`src/rtl/fixedpoint_accumulator.sv`:
```
// Frame accumulator for signed fixed-point samples.
// Each frame sums N_ACC samples into a saturating WIO.WFO accumulator.
// The frame result and a sticky per-frame overflow flag are presented through
// a valid/ready handshake. Typical use is downstream of a 5.20 multiplier to
// build a MAC / dot-product datapath.
module fixedpoint_accumulator #(
  parameter int WII   = 5,   // input integer bits, sign included
  parameter int WFI   = 20,  // input fractional bits
  parameter int WIO   = 8,   // accumulator integer bits, sign included (>= WII)
  parameter int WFO   = 20,  // accumulator fractional bits
  parameter int N_ACC = 16,  // samples per frame (>= 1)
  parameter int CW    = 8    // frame counter width, 2**CW >= N_ACC
) (
  input  logic                 clk,
  input  logic                 rst,
  input  logic                 start,
  input  logic                 in_valid,
  output logic                 in_ready,
  input  logic [WII+WFI-1:0]   in_data,
  output logic                 out_valid,
  input  logic                 out_ready,
  output logic [WIO+WFO-1:0]   FixedPoint_Acc_Out,
  output logic                 overFlow
);

  localparam int WI = WII + WFI;   // input width
  localparam int WO = WIO + WFO;   // accumulator / output width
  localparam int WA = WII + WFO;   // input rescaled to output fraction, before sign extension
  localparam logic [CW-1:0] LAST = CW'(N_ACC - 1);

  typedef enum logic [1:0] {IDLE, ACC, DONE} state_t;

  state_t             state_q;
  logic [WO-1:0]      acc_q;
  logic [CW-1:0]      cnt_q;
  logic               ovf_q;
  logic               out_valid_q;
  logic [WO-1:0]      res_q;
  logic               res_ovf_q;

  // ---------------------------------------------------------------------------
  // Alignment of the input sample onto the accumulator's binary point.
  // Extra output fraction bits are zero-filled; missing ones are dropped,
  // which truncates toward -inf for two's complement values.
  // ---------------------------------------------------------------------------
  logic signed [WA-1:0] in_scaled;
  logic signed [WO-1:0] aligned;

  generate
    if (WFO > WFI) begin : g_shl
      assign in_scaled = {in_data, {(WFO-WFI){1'b0}}};
    end else if (WFO == WFI) begin : g_eq
      assign in_scaled = in_data;
    end else begin : g_trunc
      assign in_scaled = in_data[WI-1 -: WA];
    end
  endgenerate

  // Signed cast sign-extends the integer part up to WIO bits.
  assign aligned = WO'(in_scaled);

  // ---------------------------------------------------------------------------
  // Saturating add. A start in ACC restarts the frame, so a coincident sample
  // is added to zero instead of the stale partial sum.
  // ---------------------------------------------------------------------------
  logic           restart;
  logic [WO-1:0]  acc_base;
  logic [CW-1:0]  cnt_base;
  logic           ovf_base;
  logic [WO:0]    sum;
  logic           add_ovf;
  logic [WO-1:0]  acc_d;
  logic [CW-1:0]  cnt_d;
  logic           ovf_d;
  logic           xfer;
  logic           last_smp;

  assign restart  = start && (state_q == ACC);
  assign acc_base = restart ? '0 : acc_q;
  assign cnt_base = restart ? '0 : cnt_q;
  assign ovf_base = restart ? 1'b0 : ovf_q;

  // One guard bit: the top two bits disagree only on overflow.
  assign sum     = {acc_base[WO-1], acc_base} + {aligned[WO-1], aligned};
  assign add_ovf = sum[WO] ^ sum[WO-1];
  assign acc_d   = add_ovf ? {sum[WO], {(WO-1){~sum[WO]}}} : sum[WO-1:0];
  assign cnt_d   = cnt_base + 1'b1;
  assign ovf_d   = ovf_base | add_ovf;

  assign in_ready = (state_q == ACC);
  assign xfer     = in_valid && in_ready;
  assign last_smp = (cnt_base == LAST);

  // Frame control FSM; all outputs except in_ready are registered here.
  always_ff @(posedge clk or posedge rst) begin
    if (rst) begin
      state_q     <= IDLE;
      acc_q       <= '0;
      cnt_q       <= '0;
      ovf_q       <= 1'b0;
      out_valid_q <= 1'b0;
      res_q       <= '0;
      res_ovf_q   <= 1'b0;
    end else begin
      unique case (state_q)
        IDLE: begin
          if (start) begin
            state_q <= ACC;
            acc_q   <= '0;
            cnt_q   <= '0;
            ovf_q   <= 1'b0;
          end
        end
        ACC: begin
          if (xfer) begin
            acc_q <= acc_d;
            if (last_smp) begin
              res_q       <= acc_d;
              res_ovf_q   <= ovf_d;
              out_valid_q <= 1'b1;
              cnt_q       <= '0;
              ovf_q       <= 1'b0;
              state_q     <= DONE;
            end else begin
              cnt_q <= cnt_d;
              ovf_q <= ovf_d;
            end
          end else if (restart) begin
            acc_q <= '0;
            cnt_q <= '0;
            ovf_q <= 1'b0;
          end
        end
        DONE: begin
          // Result held until accepted; a start only counts with the accept.
          if (out_ready) begin
            out_valid_q <= 1'b0;
            if (start) begin
              state_q <= ACC;
              acc_q   <= '0;
              cnt_q   <= '0;
              ovf_q   <= 1'b0;
            end else begin
              state_q <= IDLE;
            end
          end
        end
        default: state_q <= IDLE;
      endcase
    end
  end

  assign out_valid          = out_valid_q;
  assign FixedPoint_Acc_Out = res_q;
  assign overFlow           = res_ovf_q;

endmodule

```
`config.mk`:
```
export PLATFORM = sky130hd
export DESIGN_NAME = fixedpoint_accumulator
export DESIGN_NICKNAME = d
export VERILOG_FILES = /design/src/rtl/fixedpoint_accumulator.sv
export SDC_FILE = /design/constraint.sdc
export NUM_CORES = 1
export LEC_CHECK = 0
export ABC_AREA = 1
export CAP_MARGIN = 20
export CORE_MARGIN = 2
export CORE_UTILIZATION = 52
export CTS_CLUSTER_SIZE = 40
export DETAILED_ROUTE_END_ITERATION = 10
export PLACE_DENSITY = 0.78
export SLEW_MARGIN = 20
export SYNTH_ARGS = -nofsm -noshare
export SYNTH_HDL_FRONTEND = slang
export SYNTH_SLANG_ARGS = --single-unit
```
`constraint.sdc`:
```
create_clock -name clk -period 2.8 [get_ports clk]
set_input_delay 0.42 -clock clk [delete_from_list [all_inputs] [get_ports clk]]
set_output_delay 0.42 -clock clk [all_outputs]
set_load 0.01 [all_outputs]
```
; ---- Word level (Yosys, flattened, before mapping)
; Index checks and enable logic that the tools add are counted.
; Widths: inputs -> output; s select.
[totals]
ff_bits = 69
inputBits = 30
output_inout_bits = 31
word_cells = 56
[op_classes]
n_addsub = 2
eq_ne = 7
muxes = 28
bitwise = 3
n_reduce_logical = 9
[op_table]
columns = operator, n
row1 = $mux 28, 5
row2 = $pmux 28 s3, 1
row3 = $mux 8, 5
row4 = $add 28x25->29, 1
row5 = $pmux 8 s3, 1
row6 = $mux 1, 9
row7 = $add 8x1->8 const B, 1
row8 = $eq 8x4->1 const B, 1
row9 = $mux 2, 4
row10 = $reduce_and 4->1, 2
row11 = $pmux 2 s3, 1
row12 = $ne 2x1->1 const B, 2
row13 = $ne 2x2->1 const B, 2
row14 = $pmux 1 s3, 1
row15 = $reduce_and 3->1, 1
row16 = $reduce_bool 3->1, 1
row17 = $eq 2x1->1 const B, 1
row18 = $eq 2x2->1 const B, 1
row19 = $logic_and 1x1->1, 2
row20 = $logic_not 2->1, 1
row21 = $pmux 1 s2, 1
row22 = $reduce_and 2->1, 1
row23 = $reduce_bool 2->1, 1
row24 = $not 1->1, 1
row25 = other kinds (2), 2

; ---- Logic depth before layout (Yosys ltp)
; Gate-level depths: netlist of run 1.
[logic_depth]
depth_word = 9
mapped_depth = 25

; ---- Worst setup path after synthesis of run 1
; OpenSTA, ideal clock, no wires.
[synth_timing]
kind = reg2reg
start = register state_q[0]
end = register acc_q[1]
t_arrival_ns = 2.895
required_time_ns = 2.683
setup_slack_ns = -0.212
stages_incl_launch_ff = 23
cell_sequence = dfrtp_1 > inv_1 > nor2_4 > nand2_2 > buf_6 > clkbuf_1 > clkbuf_1 > nand2_1 > inv_1 > ha_1 > a21oi_1 > nand2_1 > nand2_1 > nand2_1 > a21oi_1 > nand3_1 > nand2_2 > nand2_4 > buf_4 > nand2_1 > nand2_1 > nand2_1 > nand2_1
[synth_between]
elab_chain_cells = 8
word_cells_on_any_way = 15
classes_between = add/sub: 1 / eq/ne: 3 / mux: 4 / bitwise: 2 / reduce/logical: 5
[synth_rtl]
columns = item, line_no
row1 = "start, declared", 33  ; state_t state_q;
row2 = "start signal, assigned", 97  ; state_q <= IDLE;
row3 = "start signal, assigned", 108  ; state_q <= ACC;
row4 = "start signal, assigned", 123  ; state_q <= DONE;
row5 = $eq 2x1->1 *, 90  ; assign in_ready = (state_q == ACC);
row6 = named net in_ready, 18  ; output logic in_ready,
row7 = $logic_and 1x1->1, 78  ; assign restart = start && (state_q == ACC);
row8 = $mux 28, n/a
row9 = $add 28x25->29, 84  ; assign sum = {acc_base[WO-1], acc_base} + {aligned[WO-1], aligned};
row10 = $xor 1x1->1 or $not 1->1 (tied branches), "85, 86"
row11 = $mux 28, 86  ; assign acc_d = add_ovf ? {sum[WO], {(WO-1){~sum[WO]}}} : sum[WO-1:0];
row12 = $mux 28, 115  ; if (xfer) begin
row13 = $pmux 28 s3, 105  ; unique case (state_q)
row14 = "end signal, assigned", 98  ; acc_q <= '0;
row15 = "end signal, assigned", 109  ; acc_q <= '0;
row16 = "end signal, assigned", 116  ; acc_q <= acc_d;
row17 = "end, declared", 34  ; logic [WO-1:0] acc_q;
; Mark *: on every way through the listed nets, which the timed path passes. The rest lies on a longest branch.
; A chain may end at the register's enable or synchronous reset.

; ---- Worst setup path after layout of run 1
[layout_timing]
start = register state_q[0]
end = register res_q[23], in the netlist FixedPoint_Acc_Out[23]
[layout_between]
elab_chain_cells = 6
word_cells_on_any_way = 11
classes_between = add/sub: 1 / eq/ne: 2 / mux: 3 / bitwise: 2 / reduce/logical: 3
[layout_rtl]
columns = item, line_no
row1 = $eq 2x1->1 *, "78, 90, 105"
row2 = $logic_and 1x1->1, 78
row3 = $mux 28, n/a
row4 = $add 28x25->29, 84
row5 = $xor 1x1->1 or $not 1->1 (tied branches), "85, 86"
row6 = $mux 28, 86
row7 = "end signal, assigned", 102  ; res_q <= '0;
row8 = "end signal, assigned", 118  ; res_q <= acc_d;
row9 = "end, declared", 38  ; logic [WO-1:0] res_q;
; Mark *: on every way between the ends. The rest lies on a longest branch, timed or not.

==> impl_metrics.py, run 1 <==
metrics = {
    "outcome": {
        "status": "finished with violations",
        "violations": "setup timing",
    },
    "cts": {
        "cts_buffer_depth": 2,
        "numCtsBuffers": 9,
        "cts_tree": "built",
        "holdBufCountCts": 0,
        "root_buffer": "clkbuf_8",
        "clock_sinks": 69,
        "h-tree-depth": 3,
        "clk_latency_ps": 360,
        "cts.clk_slew.worst_paths_ps": 90,
    },
    "yosys": {
        "yosysTopAreaCellShare_pct": 33.1,
        "synth_compound_area_share_pct": 7.20,
        "synth_edf_count": 0,
        "synth.top_cells.by_count": "385 x nand2_1, 95 x inv_1, 69 x dfrtp_1",
        "ys_types": 38,
        "synth_top_family_by_area": "simple AND/OR/NAND/NOR gates",
        "yosysMostFrequentCell": "nand2_1",
        "yosys.area_share.simple_pct": 39.8,
        "ys.flop_type": "dfrtp_1",
        "syn_area_sq_um": 5220,
        "synth_top_cell_by_area": "dfrtp_1",
        "syn_inst": 808,
        "yosysWarnings": 0,
        "ys_seq_elements": 69,
        "synthXorXnorAreaFrac_pct": 3.02,
        "synthAdderAreaFrac_pct": 7.34,
        "yosys-top-cells-area": "dfrtp_1 33%, nand2_1 28%, ha_1 7.0%",
        "synth_area_per_cell_sq_um": 6.46,
        "seq_area_frac_synth_pct": 33.1,
        "synthArstFlopShare_pct": 100,
        "syn_nets": 868,
        "muxShareOfSynthArea_pct": 0,
    },
    "die": {
        "initial_core_util_pct": 53.4,
        "die_w_um": 104,
        "num_io_pins": 61,
        "die_h_um": 104,
        "die_area_sq_um": 10800,
        "core_sq_um": 9770,
        "rows": 36,
    },
    "timing": {
        "worst_pin_slew_ps": 522,
        "period_needed_ps": 2940,
        "timing.final.crit_share_pct": 105,
        "rsz0062_at_grt": "yes",
        "slew_viol_final": 0,
        "final.setup.worst_slack_ps": -140,
        "setup_tns_ps": -4300,
        "final_hold_viol_count": 0,
        "holdWs_ps": 417,
        "slew_headroom_pct": 65.1,
        "skew_ps": 15.2,
        "max_freq_mhz": 340,
        "setup_violations": 56,
    },
    "grt": {
        "grt_first_pass_wirelength_um": 27200,
        "use_met2_pct": 52.0,
        "grt_pass1_vias": 5752,
        "antenna_found_initial": 0,
        "grtUsageMet1_pct": 41.3,
        "grt-busiest-layer": "met2",
        "grt_max_degree": 49,
        "grt_use_met3_pct": 5.39,
        "grtUsageTotal_pct": 31.1,
        "grt.overflow.total": 0,
    },
    "power_and_ir_drop": {
        "clock_power_share_pct": 13.8,
        "p_sw_share_pct": 46.1,
        "p_comb_share_pct": 66.8,
        "pwr_density_cell_nw_per_um2": 862,
        "ir_drop_mv": 0.488,
        "p_sw_mw": 3.19,
        "seq_power_share_pct": 19.4,
        "power_leakage_nw": 4.30,
        "power.internal_mw": 3.73,
    },
    "route": {
        "via_count": 6269,
        "ant_nets": 0,
        "wl_um": 19500,
        "wire_per_inst_um": 17.2,
        "drt-pass1-iter-count": 8,
        "route.detailed.drc": 0,
        "first_iter_violations": 580,
        "post_drt_via_cell_ratio": 5.56,
    },
    "final_layout": {
        "drive_above_1_share_pct": 31.7,
        "final_cell_count_no_fill": 1128,
        "nFillCells": 633,
        "final_nets": 1050,
        "antenna_cells": 0,
        "syn_to_final_growth_pct": 53.8,
    },
    "setup_path": {
        "r2r_start": "state_q[0]",
        "crit_required_ps": 3040,
        "end_kind": "register",
        "start_kind": "register",
        "worst-path-max-fanout": 7,
        "r2r-end": "FixedPoint_Acc_Out[23]",
        "critPathKind": "register to register",
        "regToRegSetupSlack_ps": -140,
        "worstRegToRegCells": 22,
        "worstPathArrival_ps": 3180,
    },
    "place": {
        "place_hpwl_um": 12300,
        "numPlacedInstances": 1086,
        "gp_congestion": 0.949,
        "io_buffers": 60,
    },
    "flow_run": {
        "drv_cap": 0,
    },
    "worst_hold_path": {
        "hold_path_class": "primary input to async pin",
    },
}
-- registers in the layout (all words and copies together) (netlist names) --
signal	cells
FixedPoint_Acc_Out	28
acc_q	28
cnt_q	8
out_valid	1
overFlow	1
ovf_q	1
state_q	2
-- per-stage QoR --
| stage | utilization, % | worst slack [ps] | total power, mW | instance area [sq um] |
|---|---|---|---|---|
| detailed placement | 70.6 | -548 | 4.62 | 6900 |
| global route | 82.1 | -225 | 7.26 | 8030 |
| global placement | 70.6 | -514 | 4.54 | 6900 |
| CTS | 74.6 | 40.2 | 5.82 | 7290 |
| finish | 82.1 | -140 | 6.92 | 8030 |
| floorplan | - | 1.46 | 3.40 | 5460 |
-- worst max-delay path, cell delays in order (launching register included) --
cell and delay, ps:
dfrtp_1 360, inv_2 60, nor2_4 180, nand2_4 130, buf_6 170, nand2_4 50
inv_2 40, ha_4 260, nand2_2 80, nand2_2 70, nand2_2 70, nand2_2 90
nand2_2 110, nand2_4 70, a21oi_4 180, buf_4 150, nand3_2 130, nand2_8 180
nand2_8 110, nand3_1 100, nand2_1 80, nand2_1 80, nand2_1 70
-- worst max-delay path by stage --
stage               startpoint                      to  slack (ps)  depth (start not counted)
floorplan           state_q[0]               acc_q[21]           1                         23
global placement         start  FixedPoint_Acc_Out[24]        -510                         19
detailed placement       start  FixedPoint_Acc_Out[24]        -550                         19
CTS                 state_q[1]  FixedPoint_Acc_Out[24]          40                         19
global route        state_q[0]               acc_q[23]        -230                         22
finish              state_q[0]  FixedPoint_Acc_Out[23]        -140                         22
-- cells in the final DEF (no fill, tap or decap), types with 7 or more instances in the layout --
cell and count:
xor2_1 11, o21ai_0 18, nor2_1 34, a21oi_1 15
ha_4 23, nor2_2 11, inv_1 83, nand2_1 315
nand2_4 18, dfrtp_1 69, inv_2 16, a21oi_2 10
xnor2_1 7, clkdlybuf4s50_1 59, clkbuf_8 11, nor2_4 8
buf_4 116, nand4_1 9, nand2_2 56, nand3_1 26
nand3_2 11
-- power by group through the flow --
| stage | Sequential [mW] | Combinational [mW] | Clock [mW] |
|---|---|---|---|
| after floorplan | 1.30 | 2.10 | 0 |
| after global placement | 1.34 | 3.20 | 0 |
| after detailed placement | 1.34 | 3.28 | 0 |
| after CTS | 1.33 | 3.54 | 0.958 |
| after global routing | 1.36 | 4.91 | 0.997 |
| final | 1.34 | 4.62 | 0.954 |
-- area by class of cell --
class                   instances  area [sq um]  share of cell area [%]
multi-input cells             625          3880                    48.4
inverters                      99           372                    4.63
well taps                     133           166                    2.07
repair buffers                186          1650                    20.6
flip-flops and latches         69          1730                    21.5
clock buffers                  12           155                    1.93
clock inverters                 4          70.1                   0.873
-- logic make-up (layout without fill, tap and decap cells) --
kind of cell,count (synthesis),in the layout
buffers and inverters,118,301
DFF,69,69
xor gates and xnor gates,18,18
and+or+nand+nor,508,512
adders and majority gates,30,30
AOI/OAI and AO/OA,65,65
-- timing repair --
action / in CTS / in global routing
buffers inserted: 2 / 16
pin swaps: 7 / 41
gates cloned: 3 / 5
gates resized for setup: 22 / 145
setup endpoints to repair: 56 / 56
-- metal layers --
metal / vias up / wire (um)
met5: - / 0
li1: 2874 / -
met1: 2909 / 7600
met2: 392 / 9340
met4: 0 / 768
met3: 94 / 1750
Note: power is estimated with default switching activity, not from simulation.
==> run 2: changes to the inputs <==
CORE_UTILIZATION = 30   (was 52)
PLACE_DENSITY = not set   (was 0.78)
==> run 2 against run 1 <==
  * The flow now finishes without violations
  * First-iteration DRC count fell by 38%
  * Setup slack improved by 230 ps
  * Non-clock buffer count shrank 11
  * Clock-buffer cell count is 1 lower
  * Register-to-register slack better by 230 ps
  * Largest cell class unchanged
  * Wire length fell by 11%
  * Fmax rose by 8.6%
  * Core utilization fell by 35 points
  * Sequential power hardly changed
==> impl_metrics.py, run 2 (synthesis gave the netlist of run 1 again) <==
metrics = {
    "cts": {
        "clk_latency_ps": 340,
        "numCtsBuffers": 9,
        "clock_sinks": 69,
        "h-tree-depth": 3,
        "cts.clk_slew.worst_paths_ps": 60,
        "cts_tree": "built",
        "root_buffer": "clkbuf_16",
        "cts_buffer_depth": 2,
    },
    "place": {
        "numPlacedInstances": 1179,
        "gp_congestion": 0.870,
        "placed_area_sq_um": 7020,
        "place_hpwl_um": 12700,
        "io_buffers": 60,
    },
    "grt": {
        "antenna_found_initial": 0,
        "grt.overflow.total": 0,
        "grt_pass1_vias": 5454,
        "grt_first_pass_wirelength_um": 27100,
        "grt_max_degree": 32,
        "grtUsageTotal_pct": 18.6,
    },
    "final_layout": {
        "final_common_cell": "nand2_1",
        "antenna_cells": 0,
        "drive_above_1_share_pct": 27.1,
        "nFillCells": 1726,
        "syn_to_final_growth_pct": 54.5,
        "final_cell_count_no_fill": 1208,
        "final_area_sq_um": 8060,
        "final_nets": 1038,
        "final_cell_mix": "333 x nand2_1, 105 x buf_4, 90 x inv_1, 69 x dfrtp_1, 59 x clkdlybuf4s50_1",
    },
    "power_and_ir_drop": {
        "power_leakage_nw": 4.29,
        "pwr_density_cell_nw_per_um2": 850,
        "ir_drop_mv": 0.351,
    },
    "timing": {
        "max_freq_mhz": 369,
        "rsz0062_at_grt": "yes",
        "slew_viol_final": 0,
        "slew_headroom_pct": 61.9,
        "worst_pin_slew_ps": 571,
        "period_needed_ps": 2710,
        "skew_ps": 10.8,
        "setup_violations": 0,
        "final_hold_viol_count": 0,
        "timing.final.crit_share_pct": 96.7,
        "holdWs_ps": 464,
    },
    "setup_path": {
        "path_cells": "nor2_4, nand2_4, buf_8, nand2_1, inv_1, ha_4, nand2_1, nor2_1, nand2_1, nor2_1, nand2_2, nand2_2, nand2_4, nand3_4, clkbuf_16, nand2_2, nand2_1, nand3_1",
        "end_kind": "register",
        "crit_path_max_incr_delay_ps": 400,
        "worst-path-max-fanout": 8,
        "critPathMostFrequentCell": "nand2_1",
        "start_kind": "register",
        "crit_required_ps": 3010,
        "worstPathArrival_ps": 2920,
        "critPathKind": "register to register",
        "crit_path_top_delay_cell": "dfrtp_1",
    },
    "die": {
        "rows": 48,
        "core_sq_um": 17200,
        "num_io_pins": 61,
        "die_w_um": 136,
        "die_area_sq_um": 18500,
        "die_h_um": 136,
        "initial_core_util_pct": 30.4,
    },
    "outcome": {
        "status": "completed",
    },
    "worst_hold_path": {
        "hold_path_class": "primary input to async pin",
    },
    "flow_run": {
        "drv_cap": 0,
    },
    "route": {
        "wire_per_inst_um": 14.4,
        "post_drt_via_cell_ratio": 4.70,
        "via_count": 5679,
        "first_iter_violations": 357,
        "route.detailed.drc": 0,
        "wl_um": 17400,
        "ant_nets": 0,
        "drt-pass1-iter-count": 4,
    },
}
==> run 2: changes by cell type in the layout (fill, tap and decap cells not counted), sizes merged <==
| cell | before | now |
|---|---|---|
| buf | 124 | 113 |
| bufinv | 2 | 3 |
| clkbuf | 14 | 13 |
| clkinv | 2 | 0 |
| clkinvlp | 0 | 1 |
| dlygate4sd2 | 1 | 0 |
| dlymetal6s2s | 0 | 1 |
| inv | 99 | 100 |
| nand2 | 395 | 394 |
==> run 2: area by class of cell <==
cell class	instances	area [sq um]	share of cell area (%)
flip-flops and latches	69	1730	21.4
well taps	225	282	3.49
inverters	99	372	4.61
multi-input cells	624	3770	46.7
clock inverters	5	106	1.32
repair buffers	175	1570	19.4
clock buffers	11	243	3.01
==> run 2: stage by stage <==
step / worst slack [ps] / utilization, % / setup TNS (ps) / total power [mW]
2_1_floorplan: 1.46 / - / 0 / 3.40
3_5_place_dp: -540 / 40.9 / -24410 / 4.63
4_1_cts: 10.3 / 43.3 / 0 / 6.13
6_report: 92.7 / 46.9 / 0 / 6.85
3_3_place_gp: -522 / 40.9 / -23490 / 4.61
5_1_grt: -74.7 / 46.9 / -2370 / 7.36
==> run 2: worst paths after layout <==
path | cells past startpoint | startpoint | endpoint | slack (ps)
max in group asynchronous | 3 | rst | acc_q[11] | 1750
worst min-delay path | 2 | rst | acc_q[7] | 460
worst max-delay path | 18 | state_q[1] | acc_q[15] | 90
worst max register to register | 18 | state_q[1] | acc_q[15] | 90
worst min register to register | 2 | acc_q[23] | acc_q[23] | 480
min in group clk | 2 | acc_q[23] | acc_q[23] | 480
==> run 2: power by group <==
group	leakage, nW	internal, mW	switching (mW)	total (mW)
Sequential	0.917	1.21	0.127	1.34
Combinational	3.20	1.84	2.32	4.16
Clock	0.166	0.899	0.459	1.36
==> run 2: critical path, delay by kind of cell, from the launching register on <==
| family | cells | cell delay (ps) |
|---|---|---|
| flops | 1 | 400 |
| fa+ha+maj | 1 | 300 |
| simple gates | 14 | 1460 |
| buf+inv | 3 | 420 |
==> run 2: per-layer routing <==
metal | wire length [um] | global-route usage (%)
met5 | 0 | 0
met3 | 845 | 2.42
met2 | 7870 | 30.6
met1 | 8340 | 26.1
met4 | 322 | 4.34
==> run 2: timing repair <==
item | in CTS | in global routing
setup buffers | 0 | 7
resized for setup | 8 | 117
hold buffers | 0 | 0
endpoints found under the setup margin | 56 | 57
gates cloned | 2 | 4
pin swaps | 1 | 33
